### src/rtl/seq_compare_pkg.sv
// Shared types and constants for the sequential comparator.
package seq_compare_pkg;

  localparam int unsigned FLAGS_W = 6;

  // Bit positions inside the packed relation word {lt, le, gt, ge, eq, ne}.
  localparam int unsigned FLAG_LT = 5;
  localparam int unsigned FLAG_LE = 4;
  localparam int unsigned FLAG_GT = 3;
  localparam int unsigned FLAG_GE = 2;
  localparam int unsigned FLAG_EQ = 1;
  localparam int unsigned FLAG_NE = 0;

  typedef enum logic [1:0] {
    S_IDLE,
    S_RUN,
    S_DONE
  } state_e;

  typedef enum logic [1:0] {
    R_EQ,
    R_LT,
    R_GT
  } result_e;

  // Expand a resolved three-way result into the six relation flags.
  function automatic logic [FLAGS_W-1:0] flags_from_result(input result_e r);
    logic [FLAGS_W-1:0] f;
    logic lt;
    logic gt;
    logic eq;
    lt = (r == R_LT);
    gt = (r == R_GT);
    eq = (r == R_EQ);
    f          = '0;
    f[FLAG_LT] = lt;
    f[FLAG_LE] = lt | eq;
    f[FLAG_GT] = gt;
    f[FLAG_GE] = gt | eq;
    f[FLAG_EQ] = eq;
    f[FLAG_NE] = ~eq;
    return f;
  endfunction

endpackage

### src/rtl/seq_compare_chunk.sv
// Combinational unsigned compare of one CHUNK-bit slice.
module compare_chunk
  import seq_compare_pkg::*;
#(
  parameter int unsigned CHUNK = 8
) (
  input  logic [CHUNK-1:0] a_i,
  input  logic [CHUNK-1:0] b_i,
  output result_e          res_c_o
);

  // Three-way unsigned relation of the two slices.
  always_comb begin
    res_c_o = R_EQ;
    if (a_i < b_i) begin
      res_c_o = R_LT;
    end else if (a_i > b_i) begin
      res_c_o = R_GT;
    end
  end

endmodule

### src/rtl/seq_compare.sv
// Multi-cycle MSB-first magnitude/equality comparator with valid/ready handshakes.
module seq_compare
  import seq_compare_pkg::*;
#(
  parameter int unsigned WIDTH = 64,
  parameter int unsigned CHUNK = 8
) (
  input  logic               clk,
  input  logic               rst_n,
  input  logic               in_valid,
  output logic               in_ready,
  input  logic [WIDTH-1:0]   a,
  input  logic [WIDTH-1:0]   b,
  input  logic               a_signed,
  input  logic               b_signed,
  output logic               out_valid,
  input  logic               out_ready,
  output logic [FLAGS_W-1:0] flags
);

  localparam int unsigned N     = (CHUNK == 0) ? 1 : WIDTH / CHUNK;
  localparam int unsigned IDX_W = (N > 1) ? $clog2(N) : 1;

  if (CHUNK == 0) begin : g_bad_chunk
    $error("seq_compare: CHUNK must be at least 1");
  end else if ((WIDTH % CHUNK) != 0) begin : g_bad_width
    $error("seq_compare: WIDTH must be a multiple of CHUNK");
  end

  localparam logic [WIDTH-1:0] MSB_MASK = WIDTH'(1) << (WIDTH - 1);

  state_e             state_q, state_d;
  logic [IDX_W-1:0]   idx_q, idx_d;
  logic [WIDTH-1:0]   a_q, a_d;
  logic [WIDTH-1:0]   b_q, b_d;
  result_e            res_q, res_d;
  logic [FLAGS_W-1:0] flags_q, flags_d;
  logic               in_ready_q, in_ready_d;
  logic               out_valid_q, out_valid_d;

  result_e            chunk_res;
  result_e            res_step;

  // Operands shift left each RUN cycle, so the slice under test is always the top CHUNK bits.
  compare_chunk #(.CHUNK(CHUNK)) u_chunk (
    .a_i     (a_q[WIDTH-1 -: CHUNK]),
    .b_i     (b_q[WIDTH-1 -: CHUNK]),
    .res_c_o (chunk_res)
  );

  // The first unequal slice decides; later slices cannot override it.
  assign res_step = (res_q == R_EQ) ? chunk_res : res_q;

  // State, operand and output registers.
  always_ff @(posedge clk) begin
    if (!rst_n) begin
      state_q     <= S_IDLE;
      idx_q       <= '0;
      a_q         <= '0;
      b_q         <= '0;
      res_q       <= R_EQ;
      flags_q     <= '0;
      in_ready_q  <= 1'b1;
      out_valid_q <= 1'b0;
    end else begin
      state_q     <= state_d;
      idx_q       <= idx_d;
      a_q         <= a_d;
      b_q         <= b_d;
      res_q       <= res_d;
      flags_q     <= flags_d;
      in_ready_q  <= in_ready_d;
      out_valid_q <= out_valid_d;
    end
  end

  // Next-state, datapath update and output decode.
  always_comb begin
    state_d     = state_q;
    idx_d       = idx_q;
    a_d         = a_q;
    b_d         = b_q;
    res_d       = res_q;
    flags_d     = flags_q;
    in_ready_d  = in_ready_q;
    out_valid_d = out_valid_q;

    unique case (state_q)
      S_IDLE: begin
        if (in_valid) begin
          // Flipping both sign bits turns a two's-complement compare into an unsigned one.
          a_d        = (a_signed && b_signed) ? (a ^ MSB_MASK) : a;
          b_d        = (a_signed && b_signed) ? (b ^ MSB_MASK) : b;
          idx_d      = IDX_W'(N - 1);
          res_d      = R_EQ;
          in_ready_d = 1'b0;
          state_d    = S_RUN;
        end
      end
      S_RUN: begin
        res_d = res_step;
        a_d   = a_q << CHUNK;
        b_d   = b_q << CHUNK;
        if (idx_q == '0) begin
          flags_d     = flags_from_result(res_step);
          out_valid_d = 1'b1;
          state_d     = S_DONE;
        end else begin
          idx_d = idx_q - 1'b1;
        end
      end
      S_DONE: begin
        if (out_ready) begin
          out_valid_d = 1'b0;
          in_ready_d  = 1'b1;
          state_d     = S_IDLE;
        end
      end
      default: begin
        state_d     = S_IDLE;
        in_ready_d  = 1'b1;
        out_valid_d = 1'b0;
      end
    endcase
  end

  assign in_ready  = in_ready_q;
  assign out_valid = out_valid_q;
  assign flags     = flags_q;

endmodule
### config.mk
export PLATFORM = sky130hd
export DESIGN_NAME = seq_compare
export DESIGN_NICKNAME = d
export VERILOG_FILES = /design/src/rtl/seq_compare_pkg.sv /design/src/rtl/seq_compare_chunk.sv /design/src/rtl/seq_compare.sv
export SDC_FILE = /design/constraint.sdc
export NUM_CORES = 1
export LEC_CHECK = 0
export ABC_CLOCK_PERIOD_IN_PS = 2000
export CORE_MARGIN = 4
export CORE_UTILIZATION = 51
export CTS_BUF_LIST = sky130_fd_sc_hd__clkbuf_4 sky130_fd_sc_hd__clkbuf_8 sky130_fd_sc_hd__clkbuf_16
export DETAILED_ROUTE_END_ITERATION = 7
export PLACE_DENSITY = 0.79
export SLEW_MARGIN = 25
export SYNTH_ARGS = -nofsm -noshare
export SYNTH_HDL_FRONTEND = slang
export SYNTH_SLANG_ARGS = --single-unit
### constraint.sdc
create_clock -name clk -period 2 [get_ports clk]
set_input_delay 0.4 -clock clk [delete_from_list [all_inputs] [get_ports clk]]
set_output_delay 0.4 -clock clk [all_outputs]
set_load 0.01 [all_outputs]
* Word-level counts from Yosys, hierarchy flattened
Cells that the tools add are included.
Word-level totals: register bits after elaboration 143, bits of input ports 134, output and inout bits 8, word-level logic and storage cells 62
Cells by class: $add $sub $neg 1, $lt $le $gt $ge 2, eq/ne operators 8, mux-type cells 24, bitwise logic cells 7, reductions and logical operators 12
Operators with widths (count):
- $mux W64 | 4
- $pmux W64 S2 | 2
- $mux W2 | 7
- $reduce_and A3 Y1 | 4
- $gt A8 B8 Y1 | 1
- $lt A8 B8 Y1 | 1
- $ne A2 B2 Y1 const B | 4
- $logic_not A2 Y1 | 3
- $mux W3 | 2
- $pmux W1 S3 | 2
- $pmux W2 S3 | 1
- $pmux W3 S2 | 1
- $not A1 Y1 | 5
- $eq A2 B1 Y1 const B | 2
- $eq A2 B2 Y1 const B | 2
- $mux W1 | 4
- $pmux W2 S2 | 1
- $reduce_and A2 Y1 | 2
- $logic_not A3 Y1 | 1
- $sub A3 B1 Y3 const B | 1
- $or A1 B1 Y1 | 2
- $reduce_bool A2 Y1 | 1
- $logic_and A1 B1 Y1 | 1

* Logic depth before layout (Yosys ltp)
depth after elaboration 6, gate-level depth with buffers 7

* Hierarchy
Synthesis repeated with hierarchy kept, for this count alone.
Unflattened totals: cell total of the unflattened synthesis 779, area total of the unflattened synthesis 6104.6 µm²
Modules (own cells, without submodules):
- seq_compare | times used 1, cells an instance 750, area an instance 5893.2 µm², seq. area each 2862.7 µm²
- compare_chunk | times used 1, cells an instance 29, area an instance 211.5 µm², seq. area each 0.0 µm²

* Least setup slack after synthesis
OpenSTA, ideal clock, no wires.
kind reg-to-reg, from reg b_q[63], to reg res_q[0], library setup time 76 ps, arrival time 1423 ps, data required time 1924 ps, setup slack 502 ps, cell stages (with the launch flop) 7, clock period less this slack 1498 ps, cell sequence dfxtp_1 > inv_1 > ha_1 > a211oi_1 > o21ai_0 > or2_2 > o22ai_1
Between the ends: cells in the longest elaborated chain, start to end 4
Ends and longest elaborated chain:
- start: declaration | line seq_compare.sv:35 | logic [WIDTH-1:0] b_q, b_d;
- start signal: assignment | line seq_compare.sv:60 | b_q <= '0;
- start signal: assignment | line seq_compare.sv:69 | b_q <= b_d;
- $lt A8 B8 Y1 | line seq_compare_chunk.sv:15 | if (a_i < b_i) begin
- $mux W2 | line seq_compare_chunk.sv:15
- $mux W2 | line seq_compare.sv:52 | assign res_step = (res_q == R_EQ) ? chunk_res : res_q;
- $pmux W2 S2 | line seq_compare.sv:88 | unique case (state_q)
- end signal: assignment | line seq_compare.sv:70 | res_q <= res_d;
- end: declaration | line seq_compare.sv:36 | result_e res_q, res_d;
Every way passes these cells. A chain may end at the register's enable or synchronous reset.

* Worst setup path after layout
from reg flags_q[1] (netlist: flags[1]), to out flags[1]
RTL lines:
- start: declaration | line seq_compare.sv:37 | logic [FLAGS_W-1:0] flags_q, flags_d;
- start signal: assignment | line seq_compare.sv:71 | flags_q <= flags_d;
- end: declaration | line seq_compare.sv:18 | output logic [FLAGS_W-1:0] flags
No word-level cell between the ends.

==> flow_summary.toml <==
[outcome]
outcome = "completed"

[die]
io_pins = 142
core_area_sq_um = 12200
dieArea_sq_um = 14600
die_y_um = 121
initial_core_util_pct = 53.0
dieWidth_um = 121
rows = 40

[synth]
synth_most_common_cell = "nand2_1"
synth-async-reset-ratio_pct = 0
syn_area_sq_um = 6470
synth_cell_types = 36
synth-edff-count = 0
synth_top_area_cell = "dfxtp_1"
synth_area_leaders = "dfxtp_1, o211a_1, nand2_1, nand3_1, buf_2"
ys_warn_count = 0
synth_cells = 781
synth_seq_cells = 143
synth_nets = 925
synth_common_cells = "nand2_1, dfxtp_1, nand3_1"
avgSynthCellArea_sq_um = 8.29
synth_sequential_area_ratio_pct = 44.2
yosysTopAreaCellShare_pct = 44.2
synth-main-ff-cell = "dfxtp_1"

[finish]
drive_gt1_share_pct = 6.43
n_fill_cell = 963
antennaDiodeCount = 0
final_nets = 1034
area_growth_pct = 33.8
finalInstanceArea_sq_um = 8660

[grt]
overflow = 0
grt_max_degree = 79
grt_pass1_vias = 5870
grt_usage_pct = 23.2
grt_pass1_wl_um = 27300
antenna_found_initial = 1

[timing]
fin_crit_sh_pct = 87.9
tns_ns = 0
skew_ns = 0.00965
rsz0062_at_grt = "no"
drv_slew = 0
max_freq_mhz = 569
setup_slack_ns = 0.243
period_minus_slack_ns = 1.76
hold_violations = 0
finalSetupViolations = 0
hold_slack_ns = 0.423
slew_headroom_pct = 68.3
tightest_slew_ns = 0.476

[critical_path]
cp-end-kind = "output pin"
path_delay_family = "buffers and inverters"
worstPathArrival_ns = 1.36
cp.buffers_inverters = 1
crit_slowest_cell = "clkdlybuf4s50_1"
timing.critical_path.required_ns = 1.60
path_class = "register to output pin"
crit_chain = "clkdlybuf4s50_1"
cp_max_fo = 2
crit_path_start_kind = "register"
slowest_delay_ns = 0.56

[power]
seqPwrFrac_pct = 40.1
p_comb_share_pct = 20.5
switchingPower_uw = 2250
powerDensity_nw_per_um2 = 978
pwr-share-clk_pct = 39.4
intPower_uw = 6220
swShare_pct = 26.5
total_power_uw = 8470
irDropWorstVdd_uv = 595
cellLeakagePower_uw = 0.00434

[routing]
first_pass_iters = 5
ant_nets = 0
vias_per_cell = 5.56
num_vias = 5950
initialDrtViolationCount = 463
wl_per_cell_um = 15.3
remaining_drc_errors = 0
totalWireLength_um = 16400

[placed_design]
placed_cell_area_sq_um = 8030
numPortBuffers = 141
pre_cts_ws_ns = 0.0446
hpwlAfterDp_um = 11100
gp_congestion = 0.856

[clocking]
cts_root_buf = "clkbuf_16"
cts_setup_buffers = 0
cts_inserted_buffers = 17
insertion_delay_ns = 0.43
cts_hold_buffers = 0
cts_max_level = 4
cts-resized-gates = 0
cts_tree = "done"
path_clk_slew_ns = 0.06
cts_buffer_depth = 2
clock_sinks = 143

[flow_run]
drv_cap = 0

[hold_path]
hold_class = "primary input to register"
## flip-flops by register name, indices dropped and copies added (netlist names)
signal     count
a_q           64
out_valid      1
in_ready       1
res_q          2
state_q        2
idx_q          3
b_q           64
flags          6
## power by group through the flow
stage | clock, uW | combinational, uW | sequential [uW]
6_report | 3330 | 1740 | 3390
5_1_grt | 3500 | 1940 | 3430
4_1_cts | 3370 | 1750 | 3390
3_5_place_dp | 0 | 1730 | 3450
3_3_place_gp | 0 | 1670 | 3440
2_1_floorplan | 0 | 1140 | 3400
## routing by layer
layer / global-route usage (%) / share of wire, %
met5: 0 / 0.073
met4: 10.3 / 2.5
met3: 6.69 / 5.9
met2: 36.5 / 48
met1: 29.6 / 44
## worst paths after layout
path	cells past startpoint	endpoint	slack [ns]	startpoint
max	1	flags[1]	0.24	flags[1]
min reg2reg	2	flags[2]	0.48	flags[2]
min	2	in_ready	0.42	rst_n
max reg2reg	6	flags[4]	0.29	b_q[63]
## cells by family after synthesis
family	Yosys count	synth area share (%)
flops	143	44.2
xor+xnor	2	0.271
buf+inv	81	5.92
simple gates	400	27.1
compound gates	145	20.5
fa+ha+maj	10	1.93
## cell type report
cell class              count  area [sq um]  share of cell area (%)
inverters                  11          41.3                   0.477
repair buffers            160          1660                    19.2
clock inverters            11           163                    1.88
multi-input cells         557          3250                    37.6
flip-flops and latches    143          2860                    33.1
well taps                 168           210                    2.43
clock buffers              20           467                    5.39
## cell usage in the layout, fill, tap and decap left out, drive strengths merged, types with 7 or more instances in the layout
cell	netlist	final
a22oi	16	16
clkbuf	20	20
and3	7	7
ha	10	10
nor2b	22	22
dfxtp	143	143
nor2	9	9
o211a	106	106
buf	50	20
inv	11	11
o21ai	7	7
nand2	236	236
clkdlybuf4s50	0	140
nand3	114	114
## per-stage QoR
stage,std cells,util (%)
global route,1070,70.9
CTS,1070,70.9
detailed placement,1039,65.8
finish,1070,70.9
global placement,1039,65.8
floorplan,781,-
Note: power is estimated with default switching activity, not from simulation.
